`config.mk`:
```
export PLATFORM = sky130hd
export DESIGN_NAME = cache_assoc_wb
export DESIGN_NICKNAME = d
export VERILOG_FILES = /design/src/rtl/cache_pkg.sv /design/src/rtl/cache_lru_ages.sv /design/src/rtl/cache_assoc_wb.sv
export SDC_FILE = /design/constraint.sdc
export NUM_CORES = 1
export LEC_CHECK = 0
export ABC_AREA = 1
export CORE_MARGIN = 2
export CORE_UTILIZATION = 50
export CTS_CLUSTER_DIAMETER = 50
export DETAILED_ROUTE_END_ITERATION = 8
export PLACE_DENSITY = 0.83
export SLEW_MARGIN = 15
export SYNTH_ARGS = -nofsm -noshare
export SYNTH_HDL_FRONTEND = slang
export SYNTH_HIERARCHICAL = 1
export SYNTH_SLANG_ARGS = --single-unit
```
`constraint.sdc`:
```
create_clock -name clock1 -period 10.45 [get_ports clock1]
set_input_delay 1.045 -clock clock1 [delete_from_list [all_inputs] [get_ports clock1]]
set_output_delay 1.045 -clock clock1 [all_outputs]
set_load 0.005 [all_outputs]
```
`src/rtl/cache_pkg.sv`:
```
// Shared definitions for the write-back fully associative cache: controller
// state encoding and the width of the per-line age field.
package cache_pkg;

    typedef enum logic [1:0] {
        ST_IDLE = 2'd0,
        ST_WB   = 2'd1,
        ST_FILL = 2'd2,
        ST_RESP = 2'd3
    } state_t;

    // Bits needed to hold an age (or a way index) for a given number of lines.
    function automatic int age_width(input int ways);
        return (ways <= 1) ? 1 : $clog2(ways);
    endfunction

endpackage

```
`src/rtl/cache_lru_ages.sv`:
```
// Per-line age tracker. Ages form a permutation of 0..WAYS-1; the line whose
// age is WAYS-1 is the least recently used one and is offered as the victim.
module cache_lru_ages
    import cache_pkg::*;
#(
    parameter int WAYS = 4,
    localparam int AGE_W = age_width(WAYS)
) (
    input  logic             clock1,
    input  logic             Reset,
    input  logic             i_access,
    input  logic [AGE_W-1:0] i_way,
    output logic [AGE_W-1:0] o_victim
);

    logic [AGE_W-1:0] r_age [WAYS];

    // Age update: accessed line becomes youngest, lines younger than it get one older.
    // NOTE: the ages are reset (unlike the data array) because victim choice
    // depends on them forming a permutation from the very first miss.
    always_ff @(posedge clock1) begin
        if (Reset) begin
            for (int i = 0; i < WAYS; i++) begin
                // NOTE: sequential state uses non-blocking assignments so every
                // line sees the pre-edge age of the accessed line.
                r_age[i] <= AGE_W'(i);
            end
        end else if (i_access) begin
            // Lines still invalid always hold ages above every valid line, so
            // comparing against all lines is identical to comparing valid ones.
            for (int i = 0; i < WAYS; i++) begin
                if (AGE_W'(i) == i_way) begin
                    r_age[i] <= '0;
                end else if (r_age[i] < r_age[i_way]) begin
                    r_age[i] <= r_age[i] + 1'b1;
                end
            end
        end
    end

    // Victim: the line holding the oldest age.
    always_comb begin
        // NOTE: default first so no path through the loop leaves o_victim
        // unassigned, which would infer a latch.
        o_victim = '0;
        for (int i = 0; i < WAYS; i++) begin
            if (r_age[i] == AGE_W'(WAYS - 1)) begin
                o_victim = AGE_W'(i);
            end
        end
    end

endmodule

```
`src/rtl/cache_assoc_wb.sv`:
```
// Fully associative write-back, write-allocate cache with a single outstanding
// memory transaction (writeback of a dirty victim, then refill on read misses).
module cache_assoc_wb
    import cache_pkg::*;
#(
    parameter int WAYS   = 4,
    parameter int TAG_W  = 5,
    parameter int DATA_W = 8
) (
    input  logic              clock1,
    input  logic              Reset,
    input  logic              req_valid,
    output logic              req_ready,
    input  logic              req_write,
    input  logic [TAG_W-1:0]  req_tag,
    input  logic [DATA_W-1:0] req_wdata,
    output logic              resp_valid,
    output logic              resp_hit,
    output logic [DATA_W-1:0] resp_rdata,
    output logic              mem_req_valid,
    output logic              mem_req_write,
    output logic [TAG_W-1:0]  mem_req_tag,
    output logic [DATA_W-1:0] mem_req_wdata,
    input  logic              mem_ack,
    input  logic [DATA_W-1:0] mem_rdata
);

    localparam int AGE_W = age_width(WAYS);

    state_t            r_state, w_next;
    logic [WAYS-1:0]   r_valid, r_dirty;
    logic [TAG_W-1:0]  r_tag  [WAYS];
    logic [DATA_W-1:0] r_data [WAYS];

    logic              r_write;
    logic [TAG_W-1:0]  r_req_tag;
    logic [DATA_W-1:0] r_req_wdata;
    logic [AGE_W-1:0]  r_way;
    logic              r_resp_hit;
    logic [DATA_W-1:0] r_resp_rdata;
    logic              r_mem_valid, r_mem_write;
    logic [TAG_W-1:0]  r_mem_tag;
    logic [DATA_W-1:0] r_mem_wdata;

    logic [WAYS-1:0]   w_match;
    logic              w_hit, w_has_invalid, w_accept, w_mem_done;
    logic [AGE_W-1:0]  w_hit_way, w_invalid_way, w_lru_way, w_victim;
    logic              w_line_we, w_line_dirty, w_access;
    logic [AGE_W-1:0]  w_line_way, w_access_way;
    logic [TAG_W-1:0]  w_line_tag;
    logic [DATA_W-1:0] w_line_data;

    assign w_accept   = req_valid && (r_state == ST_IDLE);
    assign w_mem_done = mem_ack && r_mem_valid;
    assign w_victim   = w_has_invalid ? w_invalid_way : w_lru_way;

    cache_lru_ages #(.WAYS(WAYS)) u_ages (
        .clock1   (clock1),
        .Reset    (Reset),
        .i_access (w_access && !Reset),
        .i_way    (w_access_way),
        .o_victim (w_lru_way)
    );

    // Tag lookup and lowest-index invalid line search.
    always_comb begin
        w_match       = '0;
        w_hit_way     = '0;
        w_has_invalid = 1'b0;
        w_invalid_way = '0;
        for (int i = WAYS - 1; i >= 0; i--) begin
            w_match[i] = r_valid[i] && (r_tag[i] == req_tag);
            if (w_match[i]) w_hit_way = AGE_W'(i);
            if (!r_valid[i]) begin
                w_has_invalid = 1'b1;
                w_invalid_way = AGE_W'(i);
            end
        end
        w_hit = ($countones(w_match) == 1);
    end

    // Line write and age-access strobes for write hits, installs and read hits.
    always_comb begin
        w_line_we    = 1'b0;
        w_line_way   = r_way;
        w_line_tag   = r_req_tag;
        w_line_data  = r_req_wdata;
        w_line_dirty = 1'b1;
        w_access     = 1'b0;
        w_access_way = r_way;
        unique case (r_state)
            ST_IDLE: if (req_valid) begin
                if (w_hit) begin
                    w_access     = 1'b1;
                    w_access_way = w_hit_way;
                    w_line_we    = req_write;
                    w_line_way   = w_hit_way;
                    w_line_tag   = req_tag;
                    w_line_data  = req_wdata;
                end else if (req_write && !r_dirty[w_victim]) begin
                    w_access     = 1'b1;
                    w_access_way = w_victim;
                    w_line_we    = 1'b1;
                    w_line_way   = w_victim;
                    w_line_tag   = req_tag;
                    w_line_data  = req_wdata;
                end
            end
            ST_WB: if (w_mem_done && r_write) begin
                w_line_we = 1'b1;
                w_access  = 1'b1;
            end
            ST_FILL: if (w_mem_done) begin
                w_line_we    = 1'b1;
                w_line_data  = mem_rdata;
                w_line_dirty = 1'b0;
                w_access     = 1'b1;
            end
            default: ;
        endcase
    end

    // Controller state register.
    always_ff @(posedge clock1) begin
        if (Reset) r_state <= ST_IDLE;
        else       r_state <= w_next;
    end

    // Next-state decode.
    always_comb begin
        w_next = r_state;
        unique case (r_state)
            ST_IDLE: if (req_valid) begin
                if (w_hit)                  w_next = ST_RESP;
                else if (r_dirty[w_victim]) w_next = ST_WB;
                else if (req_write)         w_next = ST_RESP;
                else                        w_next = ST_FILL;
            end
            ST_WB:   if (w_mem_done) w_next = r_write ? ST_RESP : ST_FILL;
            ST_FILL: if (w_mem_done) w_next = ST_RESP;
            default: w_next = ST_IDLE;
        endcase
    end

    // Tag/data array: no reset, contents are qualified by the valid bits.
    // NOTE: leaving the array out of reset lets it map onto plain storage.
    always_ff @(posedge clock1) begin
        if (w_line_we && !Reset) begin
            r_tag[w_line_way]  <= w_line_tag;
            r_data[w_line_way] <= w_line_data;
        end
    end

    // Line status, latched request, response and memory-request registers.
    always_ff @(posedge clock1) begin
        if (Reset) begin
            r_valid      <= '0;
            r_dirty      <= '0;
            r_write      <= 1'b0;
            r_req_tag    <= '0;
            r_req_wdata  <= '0;
            r_way        <= '0;
            r_resp_hit   <= 1'b0;
            r_resp_rdata <= '0;
            r_mem_valid  <= 1'b0;
            r_mem_write  <= 1'b0;
            r_mem_tag    <= '0;
            r_mem_wdata  <= '0;
        end else begin
            if (w_line_we) begin
                r_valid[w_line_way] <= 1'b1;
                r_dirty[w_line_way] <= w_line_dirty;
            end
            if (w_accept) begin
                r_write     <= req_write;
                r_req_tag   <= req_tag;
                r_req_wdata <= req_wdata;
                r_way       <= w_hit ? w_hit_way : w_victim;
                if (w_hit) begin
                    r_resp_hit <= 1'b1;
                    if (!req_write) r_resp_rdata <= r_data[w_hit_way];
                end else if (r_dirty[w_victim]) begin
                    r_mem_valid <= 1'b1;
                    r_mem_write <= 1'b1;
                    r_mem_tag   <= r_tag[w_victim];
                    r_mem_wdata <= r_data[w_victim];
                end else if (!req_write) begin
                    r_mem_valid <= 1'b1;
                    r_mem_write <= 1'b0;
                    r_mem_tag   <= req_tag;
                end else begin
                    r_resp_hit <= 1'b0;
                end
            end
            if (r_state == ST_WB && w_mem_done) begin
                if (r_write) begin
                    r_mem_valid <= 1'b0;
                    r_resp_hit  <= 1'b0;
                end else begin
                    // Refill follows the writeback back to back.
                    r_mem_write <= 1'b0;
                    r_mem_tag   <= r_req_tag;
                end
            end
            if (r_state == ST_FILL && w_mem_done) begin
                r_mem_valid  <= 1'b0;
                r_resp_hit   <= 1'b0;
                r_resp_rdata <= mem_rdata;
            end
        end
    end

    assign req_ready     = (r_state == ST_IDLE);
    assign resp_valid    = (r_state == ST_RESP);
    assign resp_hit      = r_resp_hit;
    assign resp_rdata    = r_resp_rdata;
    assign mem_req_valid = r_mem_valid;
    assign mem_req_write = r_mem_write;
    assign mem_req_tag   = r_mem_tag;
    assign mem_req_wdata = r_mem_wdata;

endmodule

```
* Word-level counts from Yosys, hierarchy flattened
Memory sizes are Yosys's and may differ from the RTL's. A register that Yosys moved wholly into a read port is not among the register bits. Index checks and enable logic that the tools add are counted.
Word-level totals: memories 3, latch bits 0, bits in registers 42, logic and storage cells 210, memory bits (writable) 60, input port bits 26, output and inout port bits 26, bits in read-only memories 0
Memory list:
- r_data | depth 4, bits a word 8, rd ports 2, clocked after memory_dff 1, wr ports 1, RTL line cache_assoc_wb.sv:33 | logic [DATA_W-1:0] r_data [WAYS];
- r_tag | depth 4, bits a word 5, rd ports 5, clocked after memory_dff 0, wr ports 1, RTL line cache_assoc_wb.sv:32 | logic [TAG_W-1:0] r_tag [WAYS];
- u_ages.r_age | depth 4, bits a word 2, rd ports 5, clocked after memory_dff 0, wr ports 4, RTL line cache_lru_ages.sv:16 | logic [AGE_W-1:0] r_age [WAYS];
Cells by class: add/subtract/negate cells 7, multipliers 0, $lt $le $gt $ge 7, divide/modulo/power cells 0, mux-type cells 130, equal/unequal tests 18, bitwise gates (word level) 10, reduce and logical (&&, ||, !) cells 23, shift operators 0
Operators with widths (number):
- 2-to-1 mux 1 bit | 76
- 2-to-1 mux 8 bit | 8
- 2-to-1 mux 2 bit | 29
- 2-to-1 mux 5 bit | 10
- equality test 5 bit | 4
- case mux 8 bit (2 select lines) | 1
- logical AND 1 bit | 13
- equality test 2 bit, second input constant | 5
- AND reduction 3 bit | 3
- adder 2 x 1 -> 2 bit, second input constant | 4
- < comparator 2 bit | 4
- bitwise OR 1 bit | 8
- < comparator 2 x 3 -> 1 bit, second input constant | 2
- inequality test 2 bit, second input constant | 3
- case mux 1 bit (3 select lines) | 2
- case mux 2 bit (3 select lines) | 1
- adder 1 x 1 -> 2 bit | 2
- bitwise mux 4 bit | 1
- equality test 2 bit, first input constant | 2
- zero test 2 bit | 2
- bitwise OR 4 bit | 1
- nonzero test 2 bit | 2
- adder 2 x 2 -> 3 bit | 1
- equality test 3 x 1 -> 1 bit, second input constant | 1
- 9 further kinds | 10

* Depth between registers and ports, before layout
An unclocked memory read counts as a cell.
word-level depth 22, gate-level depth with buffers 27, depth with buffers taken out 26

* Hierarchy
Netlist, hierarchy kept.
Modules (own cells, without submodules):
- cache_assoc_wb | seq. area each 2562.5 µm², times used 1, cells an instance 663, area an instance 5287.6 µm²
- cache_lru_ages | seq. area each 240.2 µm², times used 1, cells an instance 90, area an instance 675.6 µm²

* Worst setup path before layout
No wires, ideal clock.
kind in2reg, start input req_tag[4], end memory r_data[1][0] (enable), data arrival time 4.488 ns, slack 5.562 ns, setup time 0.400 ns, stages 15, buffers on the path 1, data required time 10.050 ns, path through buf_2 -> xor2_1 -> nor3_1 -> nand2_1 -> inv_1 -> fa_1 -> ha_1 -> ha_1 -> nor3_2 -> inv_1 -> nand2_4 -> nand3_4 -> a21oi_4 -> nand2_1 -> nor3_1
On the way: word-level cells in the longest chain between the ends 11, elaborated cells between the ends (all ways) 25, those cells by class add/sub (3); eq/ne (5); mux (12); reduce/logical (5)
RTL lines:
- from (decl) | RTL line cache_assoc_wb.sv:15 | input logic [TAG_W-1:0] req_tag,
- equality test 5 bit | RTL line cache_assoc_wb.sv:72 | w_match[i] = r_valid[i] && (r_tag[i] == req_tag);
- logical AND 1 bit | RTL line cache_assoc_wb.sv:72
- adder 1 x 1 -> 2 bit (implied by the code) | RTL line cache_assoc_wb.sv:79 | w_hit = ($countones(w_match) == 1);
- adder 2 x 2 -> 3 bit (implied by the code) | RTL line cache_assoc_wb.sv:79
- equality test 3 x 1 -> 1 bit | RTL line cache_assoc_wb.sv:79
- 2-to-1 mux 1 bit | RTL line cache_assoc_wb.sv:93 | if (w_hit) begin
- 2-to-1 mux 1 bit | RTL line cache_assoc_wb.sv:92 | ST_IDLE: if (req_valid) begin
- case mux 1 bit (3 select lines) | RTL line cache_assoc_wb.sv:91 | unique case (r_state)
- logical AND 1 bit | RTL line cache_assoc_wb.sv:148 | if (w_line_we && !Reset) begin
- 2-to-1 mux 1 bit | RTL line cache_assoc_wb.sv:148
- 2-to-1 mux 1 bit (implied by the code) | RTL line cache_assoc_wb.sv:150 | r_data[w_line_way] <= w_line_data;
- to (decl) | RTL line cache_assoc_wb.sv:33
Several ways; a longest one is shown, not always the timed one.

==> results.txt <==
* Setup clock skew after layout: 0.00739 ns
- TritonCTS clock tree: yes
- Internal cell power: 0.000834 W
* Clock latency at the later pin of the worst-skew pair: 0.35 ns
- The die covers 12800 µm².
- The congestion estimate from routability-driven global placement came to 0.954.
- Setup Total Neg Slack: 0 ns
- Total standard cell area after synthesis: 5960 µm²
- STA puts the critical path data required time at 10.51 ns.
- In the final layout, the share of cells above drive strength 1 is 8.89%.
- The via count of the first global-routing pass came to 4993.
- After floorplanning, the core was sized to cover 11500 µm².
- Share of the clock period used by the worst path after layout: 52.9%
- Highest-count cells in the layout ignoring fill and taps: 132 x sky130_fd_sc_hd__nand2_1, 106 x sky130_fd_sc_hd__o21ai_0, 104 x sky130_fd_sc_hd__nor2_1
- Area growth from synthesis to final layout: 15.3%
* Count of flip-flops with a built-in enable after synthesis: 60
- In the synthesized netlist, the number of instances is 753.
* Seq cells post-synth: 110
- The die is 113 µm wide.
- Yosys cell types: 45
- By startpoint and endpoint, the worst setup path is classified as in2reg.
- CTS-repair resized insts: 0
- Violated checks: design-rule violations
- Counting every net in the synthesized netlist gives 793.
* Sequential cell area fraction in the yosys report: 47.0%
* Number of setup violations in the final report: 0
* Total of warnings raised by yosys: 6
- Worst Tran Pin Value: 0.920 ns
- The clock net in this run drives a total of 110 sinks.
* Maximum fanout encountered on the critical timing path: 14
- Initial DRT Pass Iterations: 7
- 0 antenna diodes ended up in the layout.
- Hold-fix buffer count after cts: 0
- Number of placed I/O pins: 52
- Final HPWL DP: 10.4 mm
* Maximum root-to-sink buffer count: 2
- Clock root buffer: sky130_fd_sc_hd__clkbuf_16
* Leakage power of the design: 2.80 nW
- Flop pwr share: 43.9%
- Count of fill cells added during filler insertion: 1007
- Area taken by multi-input logic gates: 2750 µm²
- Initial antenna violation count: 0
- Share of async-settable or async-resettable flops after synthesis: 0%
* Violation count after the first detailed-route iteration: 522
- For this run, the leading register cell type out of synthesis is sky130_fd_sc_hd__edfxtp_1.
- Maximum number of pins on one net before global-route repair: 43
- The clock tree synthesis step divided the H-tree into 3 levels.
- Routed WL: 15.1 mm
* Peak Freq: 181 MHz
- Global routing finished with a remaining overflow of 0.
* Vias per cell: 5.64
- Maximum vdd drop: 0.000139 V
- The flow ran to the end, but the final reports show violations.
* Hold/Removal Path Class: reg2reg
* Initial cell density of the core: 51.8%
- Wire per inst: 16.0 µm
- # placed instances: 926
- Minimum period implied by the final worst setup slack: 5.53 ns
- STA classifies the critical path startpoint as a primary input.
- First-pass GRT wire length: 24.5 mm
- Switching power share of the total: 34.9%
- Average size of a mapped cell: 7.92 µm²
* Number of maximum-capacitance constraint violations: 0
- Post-CTS Setup Inserts: 0
- Standard-cell rows: 39
- The library cell used most frequently in the layout, excluding fill and tap cells, is sky130_fd_sc_hd__nand2_1.
* Total Nets Final: 834
* Headroom to the max-slew limit: 38.6%
- Gr usage total: 24.2%
* Final Hold Fails: 0
* Logic gate share of total power: 30.4%
- After clock tree synthesis, the clock-pin slew on the worst setup and hold paths is 0.07 ns.
* Count of pins over their slew limit: 0
* Vias: 5316
* RSZ-0062 raised after global routing: false
- Arrival time at the worst endpoint: 5.60 ns
* Die Y-Extent: 113 µm
- Sequential cell area: 2800 µm²
- Antenna Nets Post-Route: 0
* Crit. End Element: register
- For this design the ratio of total power to cell area is 187 nW/µm².
- Number of DRC violations after detailed routing: 2
* Post-route insts no fill: 942
* Power dissipated by switching net loads: 0.000448 W
- Clock tree synthesis inserted a total of 9 buffers.
- Port buffering added 51 buffers.
- Per report_power, the clock group accounts for 25.7% of the total.
## metrics by stage
stage	util, %	power (W)	area (µm²)	worst slack, ns	hold slack (ns)
2_1_floorplan	-	0.000830	5960	5.56	0.454
3_3_place_gp	57.2	0.000942	6590	4.72	0.467
3_5_place_dp	57.2	0.000955	6590	4.63	0.478
4_1_cts	59.7	0.00128	6870	4.95	0.490
5_1_grt	59.7	0.00135	6870	4.38	0.530
6_report	59.7	0.00128	6870	4.92	0.490
## layer usage
metal  up-vias  wire, µm  global-route usage, %  share of wire [%]
li1       2604         -                      -                  -
met1      2453      6350                   33.1                 42
met2       239      7070                   39.2                 47
met3        20      1450                   3.86                9.6
met4         0       245                   8.54                1.6
met5         -         0                      0                  0
## sequential cells by signal (all words and copies together) (netlist names)
| signal | count |
|---|---|
| mem_req_wdata | 8 |
| r_dirty | 4 |
| resp_hit | 1 |
| r_req_wdata | 8 |
| resp_rdata | 8 |
| r_way | 2 |
| r_data | 32 |
| r_write | 1 |
| mem_req_tag | 5 |
| r_valid | 4 |
| mem_req_valid | 1 |
| r_state | 2 |
| mem_req_write | 1 |
| r_req_tag | 5 |
| r_tag | 20 |
| u_ages/r_age | 8 |
## layout make-up
cell class,instances,area share (%)
timing repair buffer,56,7.97
clock inverter,6,0.674
inverter,81,4.44
clock buffer,10,3.48
multi-input combinational,536,40.1
tap,143,2.60
sequential,110,40.8
## worst paths after layout
check / slack (ns) / startpoint / cells after the start / endpoint
hold reg to reg: 0.49 / mem_req_tag[0] / 2 / mem_req_tag[0]
setup reg to reg: 5.73 / r_tag[1][3] / 21 / u_ages/r_age[3][0]
setup / recovery: 4.92 / req_tag[3] / 24 / u_ages/r_age[3][0]
hold / removal: 0.49 / mem_req_tag[0] / 2 / mem_req_tag[0]
## kinds of logic after synthesis
group	Yosys count	share of synthesized area (%)
xor gates and xnor gates	8	1.18
DFF	110	47.0
AOI/OAI and AO/OA	208	18.9
adders and majority gates	14	3.06
buffers and inverters	107	7.05
and+or+nand+nor	306	22.8
## Yosys cell counts, drive strengths merged, types with 5 or more instances
cell | n | area, µm²
a31oi | 6 | 37.5
inv | 79 | 297
ha | 13 | 163
xor2 | 5 | 43.8
o21ai | 107 | 536
o211ai | 6 | 45.0
clkbuf | 17 | 65.1
nor3 | 10 | 55.1
buf | 9 | 50.0
edfxtp | 60 | 1800
a21oi | 70 | 373
nand2 | 154 | 648
dfxtp | 50 | 1000
o22ai | 7 | 43.8
nor2 | 110 | 435
or2 | 5 | 31.3
nand3 | 22 | 153
## critical path, cell delays in order
cell,delay [ns]
sky130_fd_sc_hd__clkdlybuf4s50_1,0.53
sky130_fd_sc_hd__inv_1,0.14
sky130_fd_sc_hd__nand2_1,0.08
sky130_fd_sc_hd__nand2_1,0.05
sky130_fd_sc_hd__a211oi_1,0.22
sky130_fd_sc_hd__nand2_1,0.14
sky130_fd_sc_hd__inv_1,0.10
sky130_fd_sc_hd__fa_1,0.40
sky130_fd_sc_hd__ha_1,0.21
sky130_fd_sc_hd__ha_1,0.28
sky130_fd_sc_hd__nor3_2,0.41
sky130_fd_sc_hd__inv_1,0.20
sky130_fd_sc_hd__nand2_1,0.10
sky130_fd_sc_hd__nand2_1,0.06
sky130_fd_sc_hd__nand2_1,0.07
sky130_fd_sc_hd__nand2_2,0.23
sky130_fd_sc_hd__nor2_1,0.24
sky130_fd_sc_hd__a22oi_1,0.12
sky130_fd_sc_hd__nand2_1,0.07
sky130_fd_sc_hd__a21oi_1,0.08
sky130_fd_sc_hd__ha_1,0.21
sky130_fd_sc_hd__nor3_1,0.35
sky130_fd_sc_hd__nand2_2,0.11
sky130_fd_sc_hd__nand3b_1,0.13
## power groups by stage
stage | combinational [W] | clock (W) | sequential, W
floorplan | 0.000265 | 0 | 0.000565
global placement | 0.000371 | 0 | 0.000571
detailed placement | 0.000383 | 0 | 0.000572
CTS | 0.000385 | 0.000332 | 0.000563
global route | 0.000437 | 0.000347 | 0.000568
finish | 0.000390 | 0.000329 | 0.000563
Note: power is estimated with default switching activity, not from simulation.
